$ cat src/rtl/time_set_pkg.sv
// Shared types and helpers for the manual time-setting controller:
// state codes, BCD range limits and the wrapping BCD increment.
package time_set_pkg;

  typedef enum logic [1:0] {
    ST_RUN      = 2'd0,
    ST_SET_HOUR = 2'd1,
    ST_SET_MIN  = 2'd2,
    ST_COMMIT   = 2'd3
  } state_t;

  localparam logic [7:0] HOUR24_MAX = 8'h23;
  localparam logic [7:0] HOUR12_MAX = 8'h11;
  localparam logic [7:0] MIN_MAX    = 8'h59;

  // BCD ordering matches numeric ordering for valid digits, so a plain
  // compare catches both "at the limit" and out-of-range shadows.
  function automatic logic [7:0] bcd_inc_wrap(input logic [7:0] value,
                                               input logic [7:0] max);
    logic [7:0] r;
    if (value >= max) begin
      r = 8'h00;
    end else if (value[3:0] >= 4'd9) begin
      r = {value[7:4] + 4'd1, 4'd0};
    end else begin
      r = {value[7:4], value[3:0] + 4'd1};
    end
    return r;
  endfunction

endpackage

$ cat src/rtl/sw_debounce.sv
// Tact-switch conditioner: 2-flop synchroniser, stability counter,
// debounced level (released = 1) and a one-cycle press pulse on 1->0.
module sw_debounce #(
  parameter int DEB_CYCLES = 20000
) (
  input  logic clk_i,
  input  logic rst_ni,
  input  logic sw_n_i,
  output logic level_o,
  output logic press_o
);

  localparam int CNT_W = (DEB_CYCLES > 2) ? $clog2(DEB_CYCLES) : 1;
  localparam logic [CNT_W-1:0] CNT_LAST = CNT_W'(DEB_CYCLES - 1);

  logic             sync1_q, sync2_q;
  logic             level_q, level_d;
  logic             press_q, press_d;
  logic [CNT_W-1:0] cnt_q, cnt_d;

  // The counter tracks consecutive samples that disagree with the level;
  // any agreeing sample (a bounce back) restarts it.
  always_comb begin
    cnt_d   = cnt_q;
    level_d = level_q;
    if (sync2_q != level_q) begin
      if (cnt_q == CNT_LAST) begin
        level_d = sync2_q;
        cnt_d   = '0;
      end else begin
        cnt_d = cnt_q + CNT_W'(1);
      end
    end else begin
      cnt_d = '0;
    end
    press_d = level_q & ~level_d;
  end

  always_ff @(posedge clk_i) begin
    if (!rst_ni) begin
      sync1_q <= 1'b1;
      sync2_q <= 1'b1;
      level_q <= 1'b1;
      press_q <= 1'b0;
      cnt_q   <= '0;
    end else begin
      sync1_q <= sw_n_i;
      sync2_q <= sync1_q;
      level_q <= level_d;
      press_q <= press_d;
      cnt_q   <= cnt_d;
    end
  end

  assign level_o = level_q;
  assign press_o = press_q;

endmodule

$ cat src/rtl/time_set_ctrl.sv
// Manual hour/minute setting controller: RUN -> SET_HOUR -> SET_MIN -> COMMIT.
// Optional AUTO_REPEAT_EN: holding INC across ticks generates repeat increments.
module time_set_ctrl
  import time_set_pkg::*;
#(
  parameter int DEB_CYCLES    = 20000,
  parameter int TIMEOUT_TICKS = 30,
  parameter int TO_W          = 6
) (
  input  logic       pCLK,
  input  logic       nRST,
  input  logic       sw_mode_n,
  input  logic       sw_inc_n,
  input  logic       tick_1hz,
  input  logic       h24,
  input  logic [7:0] cur_hour,
  input  logic [7:0] cur_min,
  output logic       hold,
  output logic       load_en,
  output logic [7:0] load_hour,
  output logic [7:0] load_min,
  output logic       sec_clr,
  output logic [3:0] blank_mask,
  output logic [1:0] state_o
);

  localparam logic [TO_W-1:0] TO_LIMIT = TO_W'(TIMEOUT_TICKS);

  logic mode_press, inc_press, mode_level, inc_level;
  logic inc_event;
  logic unused_lvl;

  sw_debounce #(.DEB_CYCLES(DEB_CYCLES)) u_deb_mode (
    .clk_i   (pCLK),
    .rst_ni  (nRST),
    .sw_n_i  (sw_mode_n),
    .level_o (mode_level),
    .press_o (mode_press)
  );

  sw_debounce #(.DEB_CYCLES(DEB_CYCLES)) u_deb_inc (
    .clk_i   (pCLK),
    .rst_ni  (nRST),
    .sw_n_i  (sw_inc_n),
    .level_o (inc_level),
    .press_o (inc_press)
  );

  assign unused_lvl = mode_level ^ inc_level;

  state_t          state_q, state_d;
  logic [7:0]      hour_q, hour_d, min_q, min_d;
  logic [TO_W-1:0] to_q, to_d, to_inc;
  logic            phase_q, phase_d;
  logic            hold_q, load_en_q, sec_clr_q;
  logic [3:0]      blank_q, blank_d;

`ifdef AUTO_REPEAT_EN
  logic [1:0] rep_cnt_q, rep_cnt_d;
  logic       rep_event;
  logic       in_set;

  assign in_set = (state_q == ST_SET_HOUR) || (state_q == ST_SET_MIN);

  // Two ticks of continuous hold arm the repeater; every later tick fires.
  always_comb begin
    rep_cnt_d = rep_cnt_q;
    rep_event = 1'b0;
    if (!in_set || inc_level) begin
      rep_cnt_d = 2'd0;
    end else if (tick_1hz) begin
      if (rep_cnt_q == 2'd2) begin
        rep_event = 1'b1;
      end else begin
        rep_cnt_d = rep_cnt_q + 2'd1;
      end
    end
  end

  always_ff @(posedge pCLK) begin
    if (!nRST) begin
      rep_cnt_q <= 2'd0;
    end else begin
      rep_cnt_q <= rep_cnt_d;
    end
  end

  assign inc_event = inc_press | rep_event;
`else
  assign inc_event = inc_press;
`endif

  assign to_inc = to_q + TO_W'(1);

  // Mode has priority over inc; a press in a SET state also clears the timeout.
  always_comb begin
    state_d = state_q;
    hour_d  = hour_q;
    min_d   = min_q;
    to_d    = to_q;
    phase_d = phase_q;
    case (state_q)
      ST_RUN: begin
        to_d    = '0;
        phase_d = 1'b0;
        if (mode_press) begin
          hour_d  = cur_hour;
          min_d   = cur_min;
          state_d = ST_SET_HOUR;
        end
      end
      ST_SET_HOUR, ST_SET_MIN: begin
        if (tick_1hz) begin
          phase_d = ~phase_q;
        end
        if (mode_press) begin
          to_d    = '0;
          state_d = (state_q == ST_SET_HOUR) ? ST_SET_MIN : ST_COMMIT;
        end else if (inc_event) begin
          to_d = '0;
          if (state_q == ST_SET_HOUR) begin
            hour_d = bcd_inc_wrap(hour_q, h24 ? HOUR24_MAX : HOUR12_MAX);
          end else begin
            min_d = bcd_inc_wrap(min_q, MIN_MAX);
          end
        end else if (tick_1hz) begin
          if (to_inc == TO_LIMIT) begin
            state_d = ST_RUN;
            to_d    = '0;
            phase_d = 1'b0;
          end else begin
            to_d = to_inc;
          end
        end
      end
      ST_COMMIT: begin
        state_d = ST_RUN;
        to_d    = '0;
        phase_d = 1'b0;
      end
      default: begin
        state_d = ST_RUN;
      end
    endcase
  end

  always_comb begin
    blank_d = 4'b0000;
    if (state_d == ST_SET_HOUR) begin
      blank_d = {phase_d, phase_d, 2'b00};
    end else if (state_d == ST_SET_MIN) begin
      blank_d = {2'b00, phase_d, phase_d};
    end
  end

  // Outputs are registered from next-state so they line up with state_q.
  always_ff @(posedge pCLK) begin
    if (!nRST) begin
      state_q   <= ST_RUN;
      hour_q    <= 8'h00;
      min_q     <= 8'h00;
      to_q      <= '0;
      phase_q   <= 1'b0;
      hold_q    <= 1'b0;
      load_en_q <= 1'b0;
      sec_clr_q <= 1'b0;
      blank_q   <= 4'b0000;
    end else begin
      state_q   <= state_d;
      hour_q    <= hour_d;
      min_q     <= min_d;
      to_q      <= to_d;
      phase_q   <= phase_d;
      hold_q    <= (state_d != ST_RUN);
      load_en_q <= (state_d == ST_COMMIT);
      sec_clr_q <= (state_d == ST_COMMIT);
      blank_q   <= blank_d;
    end
  end

  assign hold       = hold_q;
  assign load_en    = load_en_q;
  assign sec_clr    = sec_clr_q;
  assign blank_mask = blank_q;
  assign load_hour  = hour_q;
  assign load_min   = min_q;
  assign state_o    = state_q;

endmodule

$ cat config.mk
export PLATFORM = sky130hd
export DESIGN_NAME = time_set_ctrl
export DESIGN_NICKNAME = d
export VERILOG_FILES = /design/src/rtl/time_set_pkg.sv /design/src/rtl/sw_debounce.sv /design/src/rtl/time_set_ctrl.sv
export SDC_FILE = /design/constraint.sdc
export NUM_CORES = 1
export LEC_CHECK = 0
export BUFFER_PORTS_ARGS = -buffer_cell sky130_fd_sc_hd__buf_4
export CELL_PAD_IN_SITES_DETAIL_PLACEMENT = 0
export CELL_PAD_IN_SITES_GLOBAL_PLACEMENT = 1
export CORE_ASPECT_RATIO = 1.75
export CORE_MARGIN = 2
export CORE_UTILIZATION = 39
export DETAILED_ROUTE_END_ITERATION = 12
export PLACE_DENSITY = 0.87
export SETUP_SLACK_MARGIN = 0.4
export SLEW_MARGIN = 20
export SYNTH_ARGS = -nofsm -noshare
export SYNTH_HDL_FRONTEND = slang
export SYNTH_SLANG_ARGS = --single-unit
$ cat constraint.sdc
create_clock -name pCLK -period 2.05 [get_ports pCLK]
set_input_delay 0.1025 -clock pCLK [delete_from_list [all_inputs] [get_ports pCLK]]
set_output_delay 0.1025 -clock pCLK [all_outputs]
set_load 0.02 [all_outputs]
Word-level counts from Yosys, hierarchy flattened
Cells that the tools add are included.

Register bits: 68. Word-level logic and storage cells: 111.

$add $sub $neg: 7. $lt $le $gt $ge: 4. Equal/unequal tests: 19. Multiplexer cells: 39. Bitwise gates (word level): 9. Reduce and logical (&&, ||, !) cells: 12.

Operators by type and width (number): $mux 8 (12); $pmux 8 s2 (2); $add 15x1->15 const B (2); $eq 15x15->1 const B (2); $mux 6 (5); $add 4x1->4 const B (4); $mux 2 (6); $pmux 6 s2 (1); $reduce_and 6->1 (2); $mux 1 (10); $reduce_and 5->1 (2); $reduce_or 3->1 (3); $eq 2x2->1 const B (4); $ge 4x4->1 const B (2); $ge 8x6->1 (1); $ge 8x7->1 const B (1); $not 1->1 (7); $add 6x1->6 const B (1); $eq 6x5->1 const B (1); $ne 2x2->1 const B (3); $ne 3x3->1 const B (2); $pmux 2 s3 (1); $eq 2x1->1 const B (2); $mux 4 (1); other kinds (8) (13).

Depth between registers and ports, before layout
Gate-level depths: netlist of run 1.

Depth in word-level cells: 10. Gate-level depth with buffers: 8.

Modules after synthesis
A second synthesis of run 1 with hierarchy kept.

Cell total of the unflattened synthesis: 398. Area, all modules: 3482.1 um2.

Modules (own cells, without submodules): time_set_ctrl (times used 1, cells each 216, area an instance 1820.5 um2, seq. area each 580.6 um2); sw_debounce (times used 2, cells each 91, area an instance 830.8 um2, seq. area each 380.4 um2).

Worst setup path after synthesis of run 1
OpenSTA, ideal clock, no wires.

Path type: reg-to-reg. From: reg state_q[1] (netlist: state_o[1]). To: reg min_q[6] (netlist: load_min[6]). Setup time: 0.115 ns. Arrival time: 2.041 ns. Data required time: 1.935 ns. Slack: -0.107 ns. Cell stages (with the launch flop): 8. Period minus slack after synthesis: 2.157 ns. Cells stage by stage: dfxtp_1 > inv_1 > ha_1 > or2b_1 > a221oi_4 > nor3_2 > and3_1 > a31o_1.

Cells in the longest elaborated chain, start to end: 4. Elaborated cells on any way between the ends: 12. Those cells by class: eq/ne: 7; mux: 1; reduce/logical: 4.

RTL lines: start: declaration (line time_set_ctrl.sv:51) `state_t state_q, state_d;`; start signal: assignment (line time_set_ctrl.sv:169) `state_q <= state_d;`; $eq 2x1->1 or $eq 2x2->1 (tied branches) (line time_set_ctrl.sv:102, time_set_ctrl.sv:121); $reduce_or 2->1 (line time_set_ctrl.sv:102) `case (state_q)`; $ne 3x3->1 (no line) (tied with other cells); $reduce_and 6->1 (no line); end signal: assignment (line time_set_ctrl.sv:171) `min_q <= min_d;`; end: declaration (line time_set_ctrl.sv:52) `logic [7:0] hour_q, hour_d, min_q, min_d;`.

Several ways; a longest one is shown, not always the timed one. A chain may end at the register's enable or synchronous reset.

Worst setup path in the final report of run 1
From: reg state_q[0] (netlist: state_o[0]). To: reg min_q[6] (netlist: load_min[6]).

The elaborated chain is that of the path after synthesis.

==> qor.yml, run 1 <==
run_status: "completed"
crit_path_top_delay_cell: "dfxtp_4"
initial_core_util_pct: 39.7
wl_um: 8300
final-instance-count-excl-fill: 599
period_share_pct: 89.0
dpl_worst_slack_ps: 59.0
port_buffers: 46
hold_slack_ps: 10.7
numCtsBuffers: 9
power.density_nw_per_um2: 601
rsz0062_at_grt: "yes"
critPathTopFamily: "simple AND/OR/NAND/NOR gates"
yosysMostFrequentCell: "dfxtp_1"
cts_tree: "yes"
synth_top_area_cell: "dfxtp_1"
synthTopCellsByCount: "dfxtp_1, nor2_1, nand2_1, nand3_1, inv_1"
root_buffer: "clkbuf_16"
die_h_um: 128
cp.required_ps: 2280
vias_per_cell: 5.19
use_met2_pct: 34.0
io_pins: 47
antenna_found_initial: 0
dp.cells: 552
dr.pass1.iters: 4
antenna_cells: 0
vias: 3108
synth_edf_count: 0
synth_nets: 439
endpoint_kind: "flop"
syn_avg_cell_area_um2: 8.60
grt_max_degree: 31
drive_gt1_share_pct: 33.8
total_power_mw: 2.91
crit_arrival_ps: 2050
synth-async-reset-ratio_pct: 0
drcViolationCount: 0
synthTopCellsByArea: "dfxtp_1, ha_1, nor2_1"
cts.path.max_buffers: 2
cts.sinks: 67
path_cells: "inv_4, ha_4, or2b_1, a221oi_4, buf_4, nor3_4, and3_1, a31o_1"
grt_pass1_vias: 3130
period_minus_slack_ps: 1830
ys_warn_count: 0
fin_nets: 520
ys_seq_elements: 67
fmax_ghz: 0.548
busiest_layer: "met2"
maxCapViolations: 0
fin_skew_ps: 8.61
synth_flop_cell: "dfxtp_1"
setup_slack_ps: 225
relSlewSlack_pct: 72.9
coreArea_um2: 8610
antenna_left: 0
dp_hpwl_um: 5660
dieArea_um2: 9550
grt.overflow.total: 0
p_leak_nw: 1.85
worst_path_largest_cell_delay_ps: 360
clkLatencyLatePin_ps: 330
n_fill_cell: 779
syn_area_um2: 3420
die-width_um: 74.7
grt_use_met1_pct: 18.0
grt_util_met3_pct: 2.83
synthCells: 397
num_rows: 45
finalSetupViolCount: 0
worstPathMaxFanout: 7
ys_types: 56
setup_tns_ps: 0
grt_usage_pct: 18.2
clkTransAtPathRegs_ps: 60
synth_top_area_share_pct: 39.3
ir_drop_uv: 588
yosysSeqAreaShare_pct: 39.3
drv_slew: 0
tightest_slew_ps: 405
gp_congestion: 0.855
hold_viol_final: 0
htreeDepth: 3
drt_first_iter_violations: 218
startpoint_type: "flop"
grt_pass1_wl_um: 13600
wl_per_cell_um: 13.8
worstHoldPathType: "primary input to flop"
path_buf_inv: 2
path_class: "flop to flop"
synthToLayoutAreaGrowth_pct: 41.8
-- registers in the layout, indices dropped and copies added (netlist names), 2 cells and up --
name and flops:
to_q 6, load_hour 8, state_o 2, u_deb_inc.cnt_q 15, u_deb_mode.cnt_q 15, blank_mask 2
load_min 8
-- logic make-up (layout without fill, tap and decap cells) --
| logic type | after synthesis | in the layout | share of synthesized area [%] |
|---|---|---|---|
| AO/OA/AOI/OAI | 67 | 67 | 14.3 |
| XOR/XNOR | 33 | 33 | 8.46 |
| adder cells (fa/ha/maj) | 20 | 20 | 7.33 |
| buffers and inverters | 38 | 122 | 5.27 |
| flip-flops | 67 | 67 | 39.3 |
| multiplexers | 2 | 2 | 0.586 |
| AND/OR/NAND/NOR | 170 | 171 | 24.8 |
-- metal layers --
| metal | vias to the layer above | part of all wire (%) |
|---|---|---|
| met2 | 52 | 56 |
| met5 | - | 0 |
| met4 | 0 | 3.4 |
| li1 | 1553 | - |
| met3 | 20 | 2.4 |
| met1 | 1483 | 38 |
-- report_power, final --
| group | internal (mW) | total (mW) | switching [mW] |
|---|---|---|---|
| logic | 0.0487 | 0.0956 | 0.0470 |
| clock network | 0.998 | 1.51 | 0.515 |
| registers | 1.30 | 1.30 | 0.00298 |
| total | 2.34 | 2.91 | 0.565 |
-- worst register-to-register path, stage by stage (launching register included) --
cell and delay [ps]:
dfxtp_4 360, inv_4 40, ha_4 300, or2b_1 270, a221oi_4 220, buf_4 170, nor3_4 40, and3_1 150
a31o_1 170
-- layout by cell type, fill, tap and decap left out, drive strengths merged, types with 2 or more instances in the layout --
master | netlist | routed
a21boi | 2 | 2
o31a | 2 | 2
nor2b | 7 | 7
a31oi | 3 | 3
nand4 | 10 | 10
and3 | 10 | 10
o32ai | 2 | 2
a22oi | 3 | 3
a32o | 3 | 3
nor3 | 13 | 13
nand2b | 4 | 4
a31o | 2 | 2
a2111oi | 3 | 3
inv | 22 | 22
nor4 | 2 | 2
clkbuf | 4 | 13
and2 | 2 | 2
and4b | 3 | 3
a211oi | 2 | 2
nand3 | 23 | 24
ha | 20 | 20
a21oi | 19 | 19
xnor2 | 15 | 15
a311oi | 3 | 3
nand2 | 29 | 29
nand3b | 2 | 2
dfxtp | 67 | 67
mux2i | 2 | 2
o21ai | 14 | 14
buf | 12 | 82
xor2 | 18 | 18
a32oi | 2 | 2
nor2 | 57 | 57
dlygate4sd3 | 0 | 3
-- worst paths after layout --
kind	endpoint	cells past startpoint	slack, ps	start
max	load_min[6]	8	220	state_o[0]
max reg2reg	load_min[6]	8	220	state_o[0]
min reg2reg	u_deb_inc.sync2_q	1	410	u_deb_inc.sync1_q
min	load_hour[2]	2	10	cur_hour[2]
-- timing repair --
item / CTS / global route
pin swaps: 14 / 14
setup buffers: 20 / 8
setup endpoints to repair: 39 / 46
gates cloned: 0 / 1
endpoints found under the hold margin: 2 / 1
resized for setup: 30 / 37
hold buffers: 2 / 1
-- cell type report --
class | instances | area [um2] | area share (%)
clock buffer | 13 | 260 | 5.37
clock inverter | 2 | 35.0 | 0.724
sequential | 67 | 1370 | 28.4
timing repair buffer | 85 | 672 | 13.9
multi-input combinational | 293 | 2260 | 46.7
tap | 117 | 146 | 3.02
inverter | 22 | 92.6 | 1.91
-- through the flow --
stage / utilization, % / area, um2
6_report: 56.2 / 4840
5_1_grt: 56.2 / 4840
4_1_cts: 53.3 / 4590
3_5_place_dp: 46.7 / 4020
3_3_place_gp: 46.7 / 4020
2_1_floorplan: - / 3570
No activity file was read; power rests on OpenSTA's default activity.
==> inputs of run 2 (changes only) <==
CTS_BUF_LIST = sky130_fd_sc_hd__clkbuf_16   (was not set)
==> run 2 against run 1 <==
Clock power fell by 6%. Worst setup slack gained 20 ps. Cell area down 2.8%. Via count shrank 1.4%. Sequential cell count is the same. Combinational power down 4.6%. Global-route usage rose by 0.17 points. Die area stayed put. Register-to-register slack better by 20 ps. Critical path type unchanged.
==> qor.yml, run 2 (same netlist as run 1, synthesis figures left out) <==
run_status: "completed"
crit_arrival_ps: 2030  # -20 ps
hold_viol_final: 0  # unchanged
cts.path.max_buffers: 2  # unchanged
numCtsBuffers: 9  # unchanged
period_minus_slack_ps: 1800  # -20.4 ps
path_common_cell: "a32o_1"
top_layer: "met4"
setup_tns_ps: 0  # unchanged
fin_skew_ps: 7.94  # -0.674 ps
crit_path_top_delay_cell: "dfxtp_4"
wl_per_cell_um: 13.9  # +0.19%
relSlewSlack_pct: 73.0  # +0.087 points
antenna_cells: 0  # unchanged
grt_pass1_wl_um: 13700  # +0.71%
finalSetupViolCount: 0  # unchanged
cts.sinks: 67  # unchanged
fin_area_um2: 4700  # -2.8%
drive_gt1_share_pct: 30.9  # -2.9 points
cp.required_ps: 2270  # about the same
worstPathMaxFanout: 8  # +1
dr_wl_met3_um: 203  # +4.1%
maxCapViolations: 0  # unchanged
worstHoldStart: "cur_hour[2]"
ir_drop_uv: 575  # -2.3%
grt.overflow.total: 0  # unchanged
drv_slew: 0  # unchanged
met1Wirelength_um: 3150  # -1.2%
tightest_slew_ps: 403  # -1.30 ps
drt_first_iter_violations: 186  # -15%
dpl_worst_slack_ps: 59.0  # unchanged
grt_usage_pct: 18.4  # +0.17 points
die_h_um: 128  # unchanged
period_share_pct: 88.0  # -1.0 points
r2r_setup_slack_ps: 250  # +20 ps
p_sw_share_pct: 19.9  # +0.46 points
path_class: "flop to flop"
endpoint_kind: "flop"
drcViolationCount: 0  # unchanged
clkLatencyLatePin_ps: 330  # about the same
vias_per_cell: 5.18  # -0.22%
htreeDepth: 3  # unchanged
worst_path_largest_cell_delay_ps: 350  # about the same
antenna_found_initial: 0  # unchanged
rsz0062_at_grt: "yes"
wl_um: 8220  # -0.98%
timing.rr.start: "state_o[0]"
fmax_ghz: 0.554  # +1.1%
dr.pass1.iters: 4  # unchanged
seqPwrFrac_pct: 46.2  # +1.5 points
total_power_mw: 2.82  # -3.2%
antenna_left: 0  # unchanged
dieArea_um2: 9550  # unchanged
p_comb_share_pct: 3.2  # about the same
critPathLaunch: "state_o[0]"
path_cells: "inv_4, ha_4, nand3b_1, buf_4, a21oi_4, o41ai_1, a32o_1, a32o_1"
port_buffers: 46  # unchanged
fin_nets: 513  # -1.3%
layout_common_cells: "buf_4, dfxtp_1, nor2_1, nand2_1"
worstHoldPathType: "primary input to flop"
dp.cells: 552  # unchanged
initial_core_util_pct: 39.7  # unchanged
placed_area_um2: 4020  # unchanged
final-instance-count-excl-fill: 592  # -1.2%
n_fill_cell: 784  # +0.64%
num_rows: 45  # unchanged
clkTransAtPathRegs_ps: 60  # about the same
layout_commonest_cell: "buf_4"
dp_hpwl_um: 5660  # unchanged
synthToLayoutAreaGrowth_pct: 37.7
setup_slack_ps: 245  # +20.4 ps
die-width_um: 74.7  # unchanged
path_buf_inv: 2  # unchanged
startpoint_type: "flop"
grt_pass1_vias: 3153  # +0.73%
p_leak_nw: 1.80  # -2.7%
root_buffer: "clkbuf_16"
coreArea_um2: 8610  # unchanged
cts_tree: "yes"
power.density_nw_per_um2: 599  # -0.38%
gp_congestion: 0.855  # unchanged
io_pins: 47  # unchanged
p_sw_mw: 0.560  # -0.92%
grt_max_degree: 31  # unchanged
vias: 3065  # -1.4%
reg_top3: "u_deb_inc.cnt_q (15), u_deb_mode.cnt_q (15)"
wl_met2_um: 4600  # -0.63%
critPathTopFamily: "compound AO/OA/AOI/OAI gates"
clkPwrFrac_pct: 50.6  # -1.4 points
p_int_mw: 2.26  # -3.8%
[run 2: path summary, 6_finish.rpt]
path | cells past startpoint | endpoint
hold reg to reg | 1 | u_deb_inc.sync2_q
setup / recovery | 8 | load_hour[2]
setup reg to reg | 8 | load_hour[2]
hold / removal | 2 | load_hour[2]
[run 2: layout make-up]
cell class                      instances  area, um2  share of cell area (%)
Clock inverter                          6       50.0                    1.06
Multi-Input combinational cell        293       2210                    47.1
Sequential cell                        67       1370                    29.2
Tap cell                              117        146                    3.11
Inverter                               22       92.6                    1.97
Timing Repair Buffer                   78        602                    12.8
Clock buffer                            9        225                    4.79
[run 2: what timing repair did]
item / 4_1_cts / 5_1_grt
setup endpoints to repair: 39 / 46
hold endpoints to repair: 2 / 0
hold buffers: 2 / 0
setup buffers: 19 / 3
cloned: 0 / 1
resized for setup: 34 / 17
pin swaps: 13 / 9
[run 2: through the flow]
stage	hold WS [ps]	util, %
finish	12.0	54.6
detailed placement	292	46.7
global placement	291	46.7
floorplan	204	-
global route	8.35	54.6
CTS	5.77	53.3
[run 2: power groups by stage]
stage / Combinational (mW) / Sequential, mW / Clock, mW
floorplan: 0.0409 / 1.33 / 0
global placement: 0.0811 / 1.33 / 0
detailed placement: 0.0824 / 1.33 / 0
CTS: 0.0892 / 1.30 / 1.46
global route: 0.101 / 1.30 / 1.53
finish: 0.0912 / 1.30 / 1.42
[run 2: layer usage]
layer / GRT usage, % / up-vias
met3: 2.67 / 19
met5: 0 / -
met2: 34.1 / 54
met1: 18.4 / 1454
li1: - / 1538
met4: 11.0 / 0
==> inputs of run 3 (changes only) <==
PLACE_DENSITY = not set   (was 0.87)
PLACE_DENSITY_LB_ADDON = 0.1   (was not set)
==> run 3 against run 2 <==
Clock power shrank 6%. Die area did not move. Critical endpoint is now load_min[6]. Largest power group unchanged. Highest routed layer unchanged. Global-route usage fell by 0.28 points.
==> qor.yml, run 3 (same netlist as run 1, synthesis figures left out) <==
htreeDepth: 3  # unchanged
hold_depth: 3  # +1
clkTransAtPathRegs_ps: 60  # about the same
grt.overflow.total: 0  # unchanged
fmax_ghz: 0.557  # +0.58%
initial_core_util_pct: 39.7  # unchanged
layout_common_cells: "buf_4, dfxtp_1, nor2_1, nand2_1, nand3_1"
grt_use_met1_pct: 20.2  # +1.8 points
antenna_cells: 0  # unchanged
synthToLayoutAreaGrowth_pct: 37.0
worstHoldStart: "cur_hour[7]"
regArea_um2: 1370  # unchanged
tightest_slew_ps: 428  # +24.7 ps
path_class: "flop to flop"
num_rows: 45  # unchanged
busiest_layer: "met2"
use_met2_pct: 32.3  # -1.8 points
root_buffer: "clkbuf_16"
setup_tns_ps: 0  # unchanged
dp.cells: 554  # +0.36%
grt_usage_pct: 18.1  # -0.28 points
min_to: "load_hour[7]"
gp_congestion: 0.772  # -9.8%
drive_gt1_share_pct: 31.8  # +0.84 points
grt_util_met3_pct: 3.22  # +0.55 points
hold_viol_final: 0  # unchanged
fin_nets: 513  # unchanged
io_pins: 47  # unchanged
timing.rr.start: "load_min[0]"
ir_drop_uv: 481  # -16%
layout_commonest_cell: "buf_4"
startpoint_type: "flop"
worstPathMaxFanout: 4  # -4
run_status: "completed"
cts.path.max_buffers: 2  # unchanged
cts.sinks: 67  # unchanged
dpl_worst_slack_ps: 120  # +61.0 ps
period_share_pct: 87.5  # -0.51 points
p_leak_nw: 1.79  # -0.52%
port_buffers: 46  # unchanged
crit_arrival_ps: 2020  # about the same
period_minus_slack_ps: 1790  # -10.4 ps
grt_pass1_vias: 2952  # -6.4%
numCtsBuffers: 9  # unchanged
multiInputGateArea_um2: 2190  # -0.96%
dr.pass1.iters: 4  # unchanged
dieArea_um2: 9550  # unchanged
drv_slew: 0  # unchanged
drt_first_iter_violations: 120  # -35%
maxCapViolations: 0  # unchanged
dp_hpwl_um: 5750  # +1.7%
final-instance-count-excl-fill: 592  # unchanged
die_h_um: 128  # unchanged
die-width_um: 74.7  # unchanged
n_fill_cell: 834  # +6.4%
antenna_found_initial: 0  # unchanged
wl_um: 8170  # -0.57%
grt_max_degree: 31  # unchanged
coreArea_um2: 8610  # unchanged
drcViolationCount: 0  # unchanged
relSlewSlack_pct: 71.3  # -1.8 points
reg2reg_depth: 7  # -1
fin_skew_ps: 6.94  # -0.997 ps
cts_tree: "yes"
worstHoldPathType: "primary input to flop"
antenna_left: 0  # unchanged
power.density_nw_per_um2: 582  # -2.7%
endpoint_kind: "flop"
critPathLaunch: "load_min[0]"
r2r_setup_slack_ps: 260  # about the same
finalSetupViolCount: 0  # unchanged
cp.required_ps: 2270  # about the same
reg_top3: "u_deb_inc.cnt_q (15), u_deb_mode.cnt_q (15)"
rsz0062_at_grt: "yes"
wl_per_cell_um: 13.8  # -0.57%
r2r_end: "load_min[6]"
setup_slack_ps: 255  # +10.4 ps
grt_pass1_wl_um: 13400  # -2.6%
clkLatencyLatePin_ps: 330  # about the same
vias_per_cell: 5.11  # -1.2%
vias: 3028  # -1.2%
==> run 3: cell count changes in the layout (fill, tap and decap cells not counted), moves of 3 or more <==
cell,delta
buf_4,-4
buf_6,+4
nor2_1,-3
nor2_2,+4
==> run 3: metal layers <==
metal	wire length (um)	up-vias
li1	-	1542
met5	0	-
met4	148	0
met2	4420	39
met3	180	10
met1	3420	1437
==> run 3: final cells by class <==
| type | instances | area share, % |
|---|---|---|
| multi-input cells | 292 | 46.9 |
| clock buffers | 9 | 4.81 |
| clock inverters | 6 | 0.535 |
| inverters | 22 | 1.98 |
| repair buffers | 79 | 13.3 |
| flip-flops and latches | 67 | 29.4 |
| well taps | 117 | 3.13 |
==> run 3: worst max path at each step <==
stage / end / slack (ps) / cells past startpoint
after floorplan: load_min[6] / 200 / 7
after global routing: load_min[2] / 180 / 7
final: load_min[6] / 260 / 7
after CTS: load_min[6] / 270 / 7
after detailed placement: load_min[6] / 120 / 7
after global placement: load_min[6] / 160 / 7
==> run 3: report_power, final <==
| part | switching [mW] | internal [mW] |
|---|---|---|
| combinational | 0.0455 | 0.0467 |
| sequential | 0.00299 | 1.30 |
| clock | 0.543 | 0.789 |
==> run 3: critical path, cell delays in order (launching register included) <==
cell and delay, ps:
dfxtp_4 370, inv_4 60, ha_4 110, or3b_4 390, a221oi_4 360, nor3_4 70, and3_1 150, a31o_1 180
==> run 3: metrics by stage <==
stage | instance area [um2] | power (mW) | hold WS [ps] | util [%]
5_1_grt | 4680 | 2.80 | 31.7 | 54.3
2_1_floorplan | 3570 | 1.37 | 204 | -
6_report | 4680 | 2.72 | 12.6 | 54.3
3_3_place_gp | 4030 | 1.42 | 295 | 46.8
4_1_cts | 4510 | 2.75 | 8.72 | 52.3
3_5_place_dp | 4030 | 1.42 | 301 | 46.8
==> run 3: repair_timing <==
action / in CTS / in global routing
pin swaps: 8 / 20
setup buffers: 16 / 5
hold buffers: 2 / 0
gates resized for setup: 24 / 35
endpoints found under the setup margin: 25 / 53
endpoints found under the hold margin: 2 / 0
